--- src/rtl/cpu_pkg.sv ---
// Shared definitions for the 16-bit processor control path.
// Holds the phase codes, the opcode field values used to detect HLT, the
// sequencer state type and a small HLT decode helper. The control decoder
// imports this package too, so the phase codes live in one place.
package cpu_pkg;

  localparam logic [2:0] PH_IDLE = 3'd0;
  localparam logic [2:0] PH_IF   = 3'd1;
  localparam logic [2:0] PH_ID   = 3'd2;
  localparam logic [2:0] PH_EX   = 3'd3;
  localparam logic [2:0] PH_MEM  = 3'd4;
  localparam logic [2:0] PH_WB   = 3'd5;

  localparam logic [1:0] OP_ALU  = 2'b11;
  localparam logic [3:0] ALU_HLT = 4'b1111;

  typedef enum logic [1:0] {
    ST_IDLE      = 2'd0,
    ST_RUN       = 2'd1,
    ST_STEP_WAIT = 2'd2,
    ST_HALT      = 2'd3
  } seq_state_e;

  function automatic logic is_hlt(input logic [15:0] instr);
    return (instr[15:14] == OP_ALU) && (instr[7:4] == ALU_HLT);
  endfunction

endpackage

--- src/rtl/phase_sequencer.sv ---
// Multicycle phase controller. Produces the phase code consumed by the
// control decoder, handles start/stop, single-step, memory wait states and
// HLT, and counts retired instructions.
//
// Ports:
//   clk          system clock, rising edge
//   rst          asynchronous active-low reset
//   start        level, begin or resume execution
//   stop         level, stop at the next instruction boundary
//   step_mode    1 = one instruction per step pulse
//   step         one-cycle pulse, runs one instruction from IDLE/STEP_WAIT
//   mem_ready    0 stalls phase 1 (fetch) and MEM_PHASE
//   instruction  current IR, used only for HLT detection
//   phase        current phase code, 0 outside RUN
//   running      high in RUN
//   halted       high in HALT
//   retire       one-cycle pulse per completed instruction
//   instr_count  retired-instruction count, wraps
//
// state     | meaning
// ST_IDLE   | stopped, waiting for start or a step pulse
// ST_RUN    | sequencing phases 1..NUM_PHASES
// ST_STEP_WAIT | single-step mode, waiting for the next step pulse
// ST_HALT   | HLT retired, waiting for start
module phase_sequencer
  import cpu_pkg::*;
#(
  parameter int NUM_PHASES = 5,
  parameter int CNT_W      = 16,
  parameter int MEM_PHASE  = 4
) (
  input  logic             clk,
  input  logic             rst,
  input  logic             start,
  input  logic             stop,
  input  logic             step_mode,
  input  logic             step,
  input  logic             mem_ready,
  input  logic [15:0]      instruction,
  output logic [2:0]       phase,
  output logic             running,
  output logic             halted,
  output logic             retire,
  output logic [CNT_W-1:0] instr_count
);

  localparam logic [2:0] LAST_PH = 3'(NUM_PHASES);
  localparam logic [2:0] MEM_PH  = 3'(MEM_PHASE);

  seq_state_e       state_q, state_d;
  logic [2:0]       phase_q, phase_d;
  logic             running_q, running_d;
  logic             halted_q, halted_d;
  logic             retire_q, retire_d;
  logic             pend_q, pend_d;
  logic [CNT_W-1:0] count_q, count_d;
  logic             stall;

  assign stall = ((phase_q == PH_IF) || (phase_q == MEM_PH)) && !mem_ready;

  always_ff @(posedge clk or negedge rst) begin
    if (!rst) begin
      state_q   <= ST_IDLE;
      phase_q   <= PH_IDLE;
      running_q <= 1'b0;
      halted_q  <= 1'b0;
      retire_q  <= 1'b0;
      pend_q    <= 1'b0;
      count_q   <= '0;
    end else begin
      state_q   <= state_d;
      phase_q   <= phase_d;
      running_q <= running_d;
      halted_q  <= halted_d;
      retire_q  <= retire_d;
      pend_q    <= pend_d;
      count_q   <= count_d;
    end
  end

  always_comb begin
    state_d  = state_q;
    phase_d  = phase_q;
    pend_d   = pend_q;
    retire_d = 1'b0;
    count_d  = count_q;

    unique case (state_q)
      ST_IDLE: begin
        // stop has priority over both ways of leaving IDLE
        if (!stop && (start || (step && step_mode))) begin
          state_d = ST_RUN;
          phase_d = PH_IF;
        end
      end

      ST_RUN: begin
        if (stall) begin
          pend_d = pend_q | stop;
        end else if (phase_q == LAST_PH) begin
          retire_d = 1'b1;
          count_d  = count_q + CNT_W'(1);
          // any pending stop is consumed at the boundary whichever way we leave
          pend_d   = 1'b0;
          if (is_hlt(instruction)) begin
            state_d = ST_HALT;
            phase_d = PH_IDLE;
          end else if (pend_q || stop) begin
            state_d = ST_IDLE;
            phase_d = PH_IDLE;
          end else if (step_mode) begin
            state_d = ST_STEP_WAIT;
            phase_d = PH_IDLE;
          end else begin
            phase_d = PH_IF;
          end
        end else begin
          phase_d = phase_q + 3'd1;
          pend_d  = pend_q | stop;
        end
      end

      ST_STEP_WAIT: begin
        if (stop) begin
          state_d = ST_IDLE;
        end else if (step || (start && !step_mode)) begin
          state_d = ST_RUN;
          phase_d = PH_IF;
        end
      end

      ST_HALT: begin
        if (start) begin
          state_d = ST_RUN;
          phase_d = PH_IF;
        end
      end

      default: begin
        state_d = ST_IDLE;
        phase_d = PH_IDLE;
      end
    endcase

    running_d = (state_d == ST_RUN);
    halted_d  = (state_d == ST_HALT);
  end

  assign phase       = phase_q;
  assign running     = running_q;
  assign halted      = halted_q;
  assign retire      = retire_q;
  assign instr_count = count_q;

endmodule

--- config.mk ---
export PLATFORM = sky130hd
export DESIGN_NAME = phase_sequencer
export DESIGN_NICKNAME = d
export VERILOG_FILES = /design/src/rtl/cpu_pkg.sv /design/src/rtl/phase_sequencer.sv
export SDC_FILE = /design/constraint.sdc
export NUM_CORES = 1
export LEC_CHECK = 0
export BUFFER_PORTS_ARGS = -buffer_cell sky130_fd_sc_hd__buf_4
export CAP_MARGIN = 20
export CORE_MARGIN = 2
export CORE_UTILIZATION = 40
export CTS_BUF_LIST = sky130_fd_sc_hd__clkbuf_8
export DETAILED_ROUTE_END_ITERATION = 8
export PLACE_DENSITY = 0.67
export SLEW_MARGIN = 40
export SYNTH_ARGS = -nofsm -noshare
export SYNTH_HDL_FRONTEND = slang
export SYNTH_SLANG_ARGS = --single-unit
--- constraint.sdc ---
create_clock -name clk -period 2.1 [get_ports clk]
set_input_delay 0.21 -clock clk [delete_from_list [all_inputs] [get_ports clk]]
set_output_delay 0.21 -clock clk [all_outputs]
set_load 0.01 [all_outputs]
== Yosys cells after proc, flatten, opt, wreduce, memory -nomap -nowiden ==
Index checks and enable logic that the tools add are counted.
Word-level totals
  register bits after elaboration: 25
  input port bits: 23
  output and inout port bits: 22
Cells by class
  add/sub/neg operators: 2
  equality and inequality tests: 15
  multiplexer cells: 25
  bitwise gates (word level): 2
  reduce and logical (&&, ||, !) cells: 15
Operator list (number)
  2-bit two-way mux: 9
  3-bit two-way mux: 6
  16-bit by 1-bit adder with 16-bit output (second input constant): 1
  3-bit one-hot mux with 4 select lines: 1
  2-bit != test (second input constant): 5
  2-bit equality test (second input constant): 4
  1-bit two-way mux: 8
  2-bit one-hot mux with 4 select lines: 1
  3-bit equality test (second input constant): 2
  1-bit logical AND: 5
  5-bit AND reduction: 1
  2-bit by 1-bit equality test with 1-bit output (second input constant): 2
  4-bit equality test (second input constant): 1
  1-bit logical OR: 4
  3-bit by 1-bit adder with 3-bit output (second input constant): 1
  3-bit by 1-bit equality test with 1-bit output (second input constant): 1
  1-bit logical NOT: 3
  3-bit AND reduction: 1
  2-bit logical NOT: 1
  1-bit inverter: 1
  1-bit OR: 1

== Longest topological paths before layout ==
Gate-level depths: netlist of the first run.
  depth after elaboration: 7
  gate-level depth with buffers: 6
  gate-level depth less buffers: 5

== Least setup slack after synthesis of the first run ==
OpenSTA, ideal clock, no wires.
  kind: flip-flop to flip-flop
  start: register state_q[1]
  end: register phase_q[0], in the netlist phase[0]
  arrival time: 1.514 ns
  path slack: 0.459 ns
  stages on the path, launching flop included: 5
  path buffers: 1
  period minus slack after synthesis: 1.641 ns
  cells stage by stage: dfrtp_1 clkbuf_2 or4_1 a22oi_2 mux2_1
On the way
  cells in the longest elaborated chain, start to end: 3
RTL lines
  from (decl): RTL line phase_sequencer.sv:50  | seq_state_e state_q, state_d;
  from (signal assigned): RTL line phase_sequencer.sv:71  | state_q <= state_d;
  2-bit equality test, or another cell as far along: RTL line phase_sequencer.sv:88  | unique case (state_q)
  2-bit != test (no line)
  5-bit AND reduction (no line)
  to (signal assigned): RTL line phase_sequencer.sv:72  | phase_q <= phase_d;
  to (decl): RTL line phase_sequencer.sv:51  | logic [2:0] phase_q, phase_d;
Parallel ways exist; a longest one is shown, timed or not.
A chain may end at the register's enable or synchronous reset.

== Worst setup path after layout of the first run ==
Ends and elaborated chain as after synthesis.

==> results of run 1 <==
## area by class of cell
type / count / share of cell area (%)
Clock buffer: 3 / 2.66
Multi-Input combinational cell: 83 / 35.7
Tap cell: 31 / 2.50
Sequential cell: 25 / 40.3
Timing Repair Buffer: 35 / 17.1
Inverter: 6 / 1.45
Clock inverter: 1 / 0.242
## cells by family (layout without fill, tap and decap cells)
logic type	Yosys count	after routing	share of synthesized area, %
xor gates and xnor gates	16	16	11.6
DFF	25	25	51.8
and+or+nand+nor	50	50	22.8
adders and majority gates	1	1	1.04
buffers and inverters	7	45	2.28
AOI/OAI and AO/OA	15	15	9.53
muxes	1	1	0.933
## registers in the layout (all words and copies together), names as in the netlist
register	flops
halted	1
state_q	2
running	1
phase	3
pend_q	1
instr_count	16
retire	1
## report_power, final
group	internal [mW]	switching, mW	total [mW]
registers	0.572	0.126	0.699
logic	0.252	0.238	0.489
clock network	0.130	0.140	0.270
## per-layer routing
layer  part of all wire [%]  vias to the layer above
li1                       -                      483
met2                     51                       31
met5                      0                        -
met3                    5.6                        2
met4                   0.38                        0
met1                     43                      471
## per-stage QoR
stage	power (mW)	cell area, um2	instances	hold slack, ns	setup slack [ns]
floorplan	0.987	1210	115	-0.0856	0.459
global placement	1.19	1500	179	0.127	0.439
detailed placement	1.21	1500	179	0.131	0.418
CTS	1.48	1550	184	0.257	0.402
global route	1.58	1550	184	0.269	0.259
finish	1.46	1550	184	0.266	0.411
## critical path: stages (launching register included)
cell     delay, ns
dfrtp_1       0.48
or4_1         0.56
a22oi_2       0.19
mux2_1        0.34
## Yosys cell counts
master | count | area (um2)
dfrtp_1 | 25 | 626
xnor2_1 | 13 | 114
nand2_1 | 11 | 41.3
nor2_1 | 10 | 37.5
inv_1 | 6 | 22.5
nand3_1 | 6 | 30.0
nand4_1 | 6 | 37.5
nor2b_1 | 4 | 25.0
nor3_1 | 3 | 15.0
o21ai_0 | 3 | 15.0
xor2_1 | 3 | 26.3
a21o_1 | 2 | 15.0
a21oi_1 | 2 | 10.0
a22o_1 | 2 | 17.5
and3_1 | 2 | 12.5
and4_1 | 2 | 17.5
nand3b_1 | 2 | 15.0
a221oi_2 | 1 | 15.0
a22oi_2 | 1 | 12.5
a2bb2oi_1 | 1 | 8.76
a31oi_1 | 1 | 6.26
and3b_1 | 1 | 8.76
clkbuf_2 | 1 | 5.00
ha_1 | 1 | 12.5
mux2_1 | 1 | 11.3
nor4_4 | 1 | 21.3
o22ai_1 | 1 | 6.26
o32ai_1 | 1 | 8.76
or2_2 | 1 | 6.26
or4_1 | 1 | 7.51
## worst max path at each step
stage | endpoint | slack, ns | start | depth (start not counted)
after global routing | running | 0.26 | phase[2] | 4
after global placement | phase[0] | 0.44 | state_q[1] | 3
after floorplan | phase[0] | 0.46 | state_q[1] | 4
after detailed placement | phase[0] | 0.42 | state_q[1] | 3
after CTS | phase[0] | 0.40 | state_q[1] | 3
final | phase[0] | 0.41 | state_q[1] | 3
==> metrics.cfg, run 1 <==
[grt]
track_usage_pct = 16.0
grt_max_degree = 26
grt.overflow.total = 0
grtUsageMet3_pct = 3.08
use_met1_pct = 21.3
busiest_layer = met2
grt_pass1_vias = 973
gr-usage-met2_pct = 26.3
grt_first_pass_wirelength_mm = 4.29
antenna_found_initial = 0

[synthesis]
synthCells = 115
avgSynthCellArea_um2 = 10.5
yosys_warnings = 0
synth_nets = 139
ys_types = 30
synth_seq_cells = 25
netlist_area_um2 = 1210
ys_seq_area_share_pct = 51.8

[pwr]
vdd_ir_drop_max_uv = 457
leakage_nw = 0.756
power.density_nw_per_um2 = 940

[floorplanning]
start_util_pct = 43.0
core_um2 = 2810
die_height_um = 58.9
rows = 19
ioPinCount = 45
die-area_um2 = 3470
die_x_um = 58.9

[cts]
clock-sinks = 25
clk_path_buf_depth = 2
cts_root_buf = clkbuf_8
hold_buffers = 1
worstSkewPairLatency_ns = 0.26
post_cts_buffers = 0
numCtsBuffers = 3
cts-resized-gates = 0
htree_num_levels = 1
clk_pin_slew_ns = 0.08
cts_tree = yes

[routing]
wl_mm = 2.36
dr.pass1.iters = 6
via_per_inst = 5.36
vias = 987
ant_nets = 0
first_iter_violations = 27
drcViolationCount = 3
wl_per_cell_um = 12.8

[min_path]
whs_endpoint = pend_q
hold_depth = 3
hold_path_class = in2reg
hp-start = stop

[layout]
drive_gt1_share_pct = 26.8
fillers = 257
nets = 178
regArea_um2 = 626
multi_input_area_um2 = 554
syn2layout_area_growth_pct = 28.5
antennaDiodeCount = 0
fin_util_pct = 55.3
layout_common_cells = buf_4 (34), dfrtp_1 (25), xnor2_1 (13)
final_common_cell = buf_4

[outcome]
violations = design-rule violations
outcome = complete, but fails checks

[sta]
hold_viol_final = 0
timing.final.crit_share_pct = 80.4
worstMarginPinSlew_ns = 0.430
rsz0062_at_grt = no
fmax_mhz = 592
finalSetupViolations = 0
finClkSkew_ns = 0.00179
slew_viol_final = 0
period_needed_ns = 1.69
slew_headroom_pct = 71.3
tns_ns = 0

[placement]
dp_hpwl_mm = 1.85
place_congestion = 0.766
io_buffer_count = 34

[run]
drv_cap = 0

[worst_setup_path]
r2r_cells = 3
worstReg2RegEnd = phase[0]
cp_max_fo = 10
arrival_ns = 1.84
worst_setup_path_start_kind = register
critPathKind = reg2reg
worstPathRequired_ns = 2.25
r2r-start = state_q[1]
end_kind = register
reg2reg_slack_ns = 0.41

No activity file was read; power rests on OpenSTA's default activity.
==> run 2: changes to the inputs <==
==> constraint.sdc (replaced) <==
create_clock -name clk -period 1.67 [get_ports clk]
set_input_delay 0.167 -clock clk [delete_from_list [all_inputs] [get_ports clk]]
set_output_delay 0.167 -clock clk [all_outputs]
set_load 0.01 [all_outputs]
==> metrics.cfg, run 2 (synthesis results as in run 1) <==
[worst_setup_path]
cp_max_fo = 7  ; -3
critPathKind = reg2reg
reg2reg_slack_ns = 0.06  ; -0.35 ns
r2r_cells = 3  ; unchanged
arrival_ns = 1.76  ; -0.08 ns
worst_setup_path_start_kind = register
worstReg2RegEnd = phase[0]
r2r-start = state_q[1]
worstPathRequired_ns = 1.83  ; -0.42 ns
end_kind = register

[floorplanning]
die_height_um = 58.9  ; unchanged
start_util_pct = 43.0  ; unchanged
core_um2 = 2810  ; unchanged
die_x_um = 58.9  ; unchanged
ioPinCount = 45  ; unchanged
die-area_um2 = 3470  ; unchanged
rows = 19  ; unchanged

[layout]
largest_register_ffs = 16  ; unchanged
antennaDiodeCount = 0  ; unchanged
layout_common_cells = buf_4 (44), dfrtp_1 (24), xnor2_1 (13)
final_common_cell = buf_4
fillers = 260  ; +1.2%
drive_gt1_share_pct = 32.5  ; +5.7 points
multi_input_area_um2 = 558  ; +0.68%
nets = 188  ; +5.6%
fin_util_pct = 58.2  ; +2.9 points
regArea_um2 = 627  ; +0.20%
syn2layout_area_growth_pct = 35.1

[min_path]
whs_endpoint = pend_q
hp-start = stop
hold_depth = 3  ; unchanged
hold_path_class = in2reg

[cts]
clock-sinks = 25  ; unchanged
htree_num_levels = 1  ; unchanged
clk_path_buf_depth = 2  ; unchanged
worstSkewPairLatency_ns = 0.26  ; about the same
cts_tree = yes
cts_root_buf = clkbuf_8
clk_pin_slew_ns = 0.09  ; about the same
numCtsBuffers = 3  ; unchanged

[routing]
dr.pass1.iters = 6  ; unchanged
wl_mm = 2.44  ; +3.5%
via_per_inst = 5.23  ; -2.6%
ant_nets = 0  ; unchanged
drcViolationCount = 3  ; unchanged
vias = 1014  ; +2.7%
wl_per_cell_um = 12.6  ; -1.9%
first_iter_violations = 41  ; +52%

[grt]
track_usage_pct = 14.9  ; -1.2 points
grt_pass1_vias = 921  ; -5.3%
grt_max_degree = 26  ; unchanged
grt.overflow.total = 0  ; unchanged
antenna_found_initial = 0  ; unchanged
grt_first_pass_wirelength_mm = 4.01  ; -6.6%

[outcome]
violations = design-rule violations
outcome = complete, but fails checks

[pwr]
power.density_nw_per_um2 = 1220  ; +29%
vdd_ir_drop_max_uv = 712  ; +56%
leakage_nw = 0.808  ; +6.9%

[placement]
post-place-ws_ns = 0.0792  ; -0.338 ns
io_buffer_count = 34  ; unchanged
place_congestion = 0.809  ; +5.7%
dp_hpwl_mm = 1.89  ; +2.1%

[sta]
hold_viol_final = 0  ; unchanged
fin_ws_ns = 0.0610  ; -0.350 ns
timing.final.crit_share_pct = 96.3  ; +16 points
hold-worst-slack_ns = 0.201  ; -0.0652 ns
slew_headroom_pct = 72.2  ; +0.90 points
tns_ns = 0  ; unchanged
fmax_mhz = 622  ; +5.0%
period_needed_ns = 1.61  ; -0.0799 ns
worstMarginPinSlew_ns = 0.416  ; -0.0135 ns
finClkSkew_ns = 0.0104  ; +0.00863 ns
slew_viol_final = 0  ; unchanged
finalSetupViolations = 0  ; unchanged

[run]
drv_cap = 0  ; unchanged

-- run 2: power breakdown --
group          total, mW  internal, mW  switching [mW]
registers          0.829         0.720           0.109
clock network      0.339         0.164           0.176
logic              0.816         0.438           0.378
total               1.98          1.32           0.663
-- run 2: critical path, stage by stage, from the launching register on --
cell and delay [ns]:
dfrtp_2 0.45, or4_1 0.55, a22oi_2 0.18, mux2_4 0.32
-- run 2: through the flow --
| step | area (um2) | instances | power, mW |
|---|---|---|---|
| floorplan | 1210 | 115 | 1.24 |
| global placement | 1570 | 189 | 1.62 |
| detailed placement | 1570 | 189 | 1.64 |
| CTS | 1630 | 194 | 1.99 |
| global route | 1630 | 194 | 2.13 |
| finish | 1630 | 194 | 1.98 |
-- run 2: area by class of cell --
class	instances	share of cell area [%]
clock inverters	1	0.230
repair buffers	45	20.9
clock buffers	3	2.53
well taps	31	2.38
flip-flops and latches	25	38.4
multi-input cells	83	34.2
inverters	6	1.38
-- run 2: timing repair --
| action | 4_1_cts | 5_1_grt |
|---|---|---|
| hold buffers | 1 | 0 |
| buffers inserted | 0 | 0 |
| setup endpoints to repair | 0 | 3 |
| resized for setup | 0 | 2 |
| endpoints found under the hold margin | 25 | 0 |
-- run 2: worst max path at each step --
stage | from | to | slack [ns]
2_1_floorplan | state_q[1] | phase[0] | 0.03
3_3_place_gp | state_q[1] | phase[0] | 0.09
3_5_place_dp | phase[2] | phase[0] | 0.08
4_1_cts | phase[2] | phase[0] | 0.07
5_1_grt | phase[2] | phase[0] | -0.006
6_report | state_q[1] | phase[0] | 0.06
-- run 2: per-layer routing --
| metal | vias up | share of wire, % | global-route usage [%] |
|---|---|---|---|
| li1 | 496 | - | - |
| met5 | - | 0 | 0 |
| met3 | 2 | 5.5 | 2.64 |
| met1 | 488 | 45 | 19.9 |
| met4 | 0 | 0.37 | 3.90 |
| met2 | 28 | 49 | 24.8 |
==> run 3: changes to the inputs <==
--- a/config.mk
+++ b/config.mk
@@ -7,7 +7,7 @@
 export LEC_CHECK = 0
 export BUFFER_PORTS_ARGS = -buffer_cell sky130_fd_sc_hd__buf_4
 export CAP_MARGIN = 20
-export CORE_MARGIN = 2
+export CORE_ASPECT_RATIO = 1.75
 export CORE_UTILIZATION = 40
 export CTS_BUF_LIST = sky130_fd_sc_hd__clkbuf_8
 export DETAILED_ROUTE_END_ITERATION = 8
==> metrics.cfg, run 3 (synthesis results as in run 1) <==
[worst_setup_path]
slowest_stage = dfrtp_2
r2r_cells = 4  ; +1
worstReg2RegEnd = phase[0]
arrival_ns = 1.81  ; +0.05 ns
end_kind = register
worstPathRequired_ns = 1.84  ; about the same
r2r-start = phase[2]
slowest_delay_ns = 0.44  ; -0.11 ns
critPathKind = reg2reg
cp_max_fo = 3  ; -4
reg2reg_slack_ns = 0.03  ; -0.03 ns
cp_cell_sequence = xnor2_1 -> or4_1 -> a22oi_2 -> mux2_4
worst_setup_path_start_kind = register

[grt]
antenna_found_initial = 0  ; unchanged
grt_first_pass_wirelength_mm = 4.31  ; +7.6%
grt.overflow.total = 0  ; unchanged
grt_max_degree = 26  ; unchanged
track_usage_pct = 17.9  ; +3.1 points
grt_pass1_vias = 1025  ; +11%

[layout]
final_common_cell = buf_4
drive_gt1_share_pct = 34.9  ; +2.4 points
fillers = 272  ; +4.6%
nets = 191  ; +1.6%
fin_cells = 194  ; unchanged
largest_register_ffs = 16  ; unchanged
syn2layout_area_growth_pct = 37.2
layout_common_cells = buf_4 (47), dfrtp_1 (23), xnor2_1 (13)
stdcell_area_um2 = 1660  ; +1.5%
antennaDiodeCount = 0  ; unchanged

[sta]
slew_headroom_pct = 75.7  ; +3.6 points
hold_viol_final = 0  ; unchanged
slew_viol_final = 0  ; unchanged
period_needed_ns = 1.64  ; +0.0299 ns
worstMarginPinSlew_ns = 0.361  ; -0.0550 ns
timing.final.crit_share_pct = 98.1  ; +1.8 points
rsz0062_at_grt = yes
finalSetupViolations = 0  ; unchanged
tns_ns = 0  ; unchanged
finClkSkew_ns = 0.00343  ; -0.00700 ns
hold-worst-slack_ns = 0.198  ; -0.00287 ns
fmax_mhz = 610  ; -1.8%

[outcome]
violations = design-rule violations
outcome = complete, but fails checks

[cts]
clock-sinks = 25  ; unchanged
worstSkewPairLatency_ns = 0.28  ; +0.02 ns
clk_path_buf_depth = 2  ; unchanged
htree_num_levels = 1  ; unchanged
cts_tree = yes
cts_root_buf = clkbuf_8
numCtsBuffers = 3  ; unchanged
clk_pin_slew_ns = 0.09  ; about the same

[min_path]
hold_path_class = in2reg
whs_endpoint = pend_q
hold_depth = 3  ; unchanged
hp-start = stop

[routing]
wl_per_cell_um = 13.4  ; +6.8%
drcViolationCount = 7  ; +4
dr.pass1.iters = 6  ; unchanged
ant_nets = 0  ; unchanged
first_iter_violations = 30  ; -27%
vias = 1012  ; -0.20%
via_per_inst = 5.22  ; -0.20%
wl_mm = 2.61  ; +6.8%

[placement]
place_area_um2 = 1580  ; +0.72%
place_congestion = 0.811  ; +0.14%
dp_cells = 188  ; -0.53%
dp_hpwl_mm = 2.03  ; +7.3%
io_buffer_count = 34  ; unchanged

[floorplanning]
die_x_um = 43.5  ; -26%
core_um2 = 2900  ; +3.2%
die-area_um2 = 3250  ; -6.4%
rows = 26  ; +7
ioPinCount = 45  ; unchanged
start_util_pct = 41.7  ; -1.3 points
die_height_um = 74.7  ; +27%

[pwr]
seqPwrFrac_pct = 40.5  ; -1.3 points
switchingPower_mw = 0.718  ; +8.4%
swShare_pct = 34.5  ; +1.1 points
power.density_nw_per_um2 = 1260  ; +3.2%
vdd_ir_drop_max_uv = 889  ; +25%
clock_power_share_pct = 18.5  ; +1.4 points
leakage_nw = 0.821  ; +1.7%
p_comb_share_pct = 41.0  ; about the same
finalPower_mw = 2.08  ; +4.8%
p_int_mw = 1.36  ; +3.0%

[run]
drv_cap = 0  ; unchanged

-- run 3: cell types whose count changed in the layout (fill, tap and decap cells not counted), sizes merged --
cell,before,now
buf,44,47
-- run 3: area by class of cell --
cell class              count  area [um2]  area share (%)
clock buffers               3        41.3            2.49
clock inverters             1        8.76           0.529
inverters                   6        22.5            1.36
multi-input cells          83         558            33.7
flip-flops and latches     25         628            37.9
well taps                  28        35.0            2.11
repair buffers             48         363            21.9
-- run 3: how the worst max path moves through the flow --
stage,cells past startpoint,startpoint,to
2_1_floorplan,4,state_q[1],phase[0]
3_3_place_gp,3,state_q[1],phase[0]
3_5_place_dp,4,phase[2],phase[0]
4_1_cts,4,phase[2],phase[0]
5_1_grt,4,phase[2],phase[0]
6_report,4,phase[2],phase[0]
-- run 3: critical path: cells and delay by family (launching register included) --
family | cells | cell delay [ns]
XOR/XNOR | 1 | 0.14
multiplexers | 1 | 0.32
AO/OA/AOI/OAI | 1 | 0.21
AND/OR/NAND/NOR | 1 | 0.42
flip-flops | 1 | 0.44
-- run 3: repair_timing --
action                                  CTS  global route
hold buffers                              1             0
setup buffers                             0             1
endpoints found under the setup margin    0             1
resized for setup                         0             3
hold endpoints to repair                 25             0
-- run 3: stage by stage --
step,worst slack (ns),util (%)
3_5_place_dp,0.0476,54.7
6_report,0.0310,57.2
5_1_grt,-0.0113,57.2
2_1_floorplan,0.0288,-
4_1_cts,0.0149,56.7
3_3_place_gp,0.0959,54.7
-- run 3: metal layers --
metal / vias to the layer above / global-route usage (%) / wire length, um
met5: - / 0 / 0
met4: 0 / 8.33 / 51
met3: 4 / 1.44 / 87
met2: 27 / 34.2 / 1420
met1: 477 / 19.5 / 1050
li1: 504 / - / -
-- run 3: power groups by stage --
stage | registers [mW] | clock network [mW] | logic [mW]
after floorplan | 0.898 | 0 | 0.343
after global placement | 0.847 | 0 | 0.792
after detailed placement | 0.854 | 0 | 0.813
after CTS | 0.842 | 0.395 | 0.820
after global routing | 0.859 | 0.406 | 0.944
final | 0.842 | 0.385 | 0.853
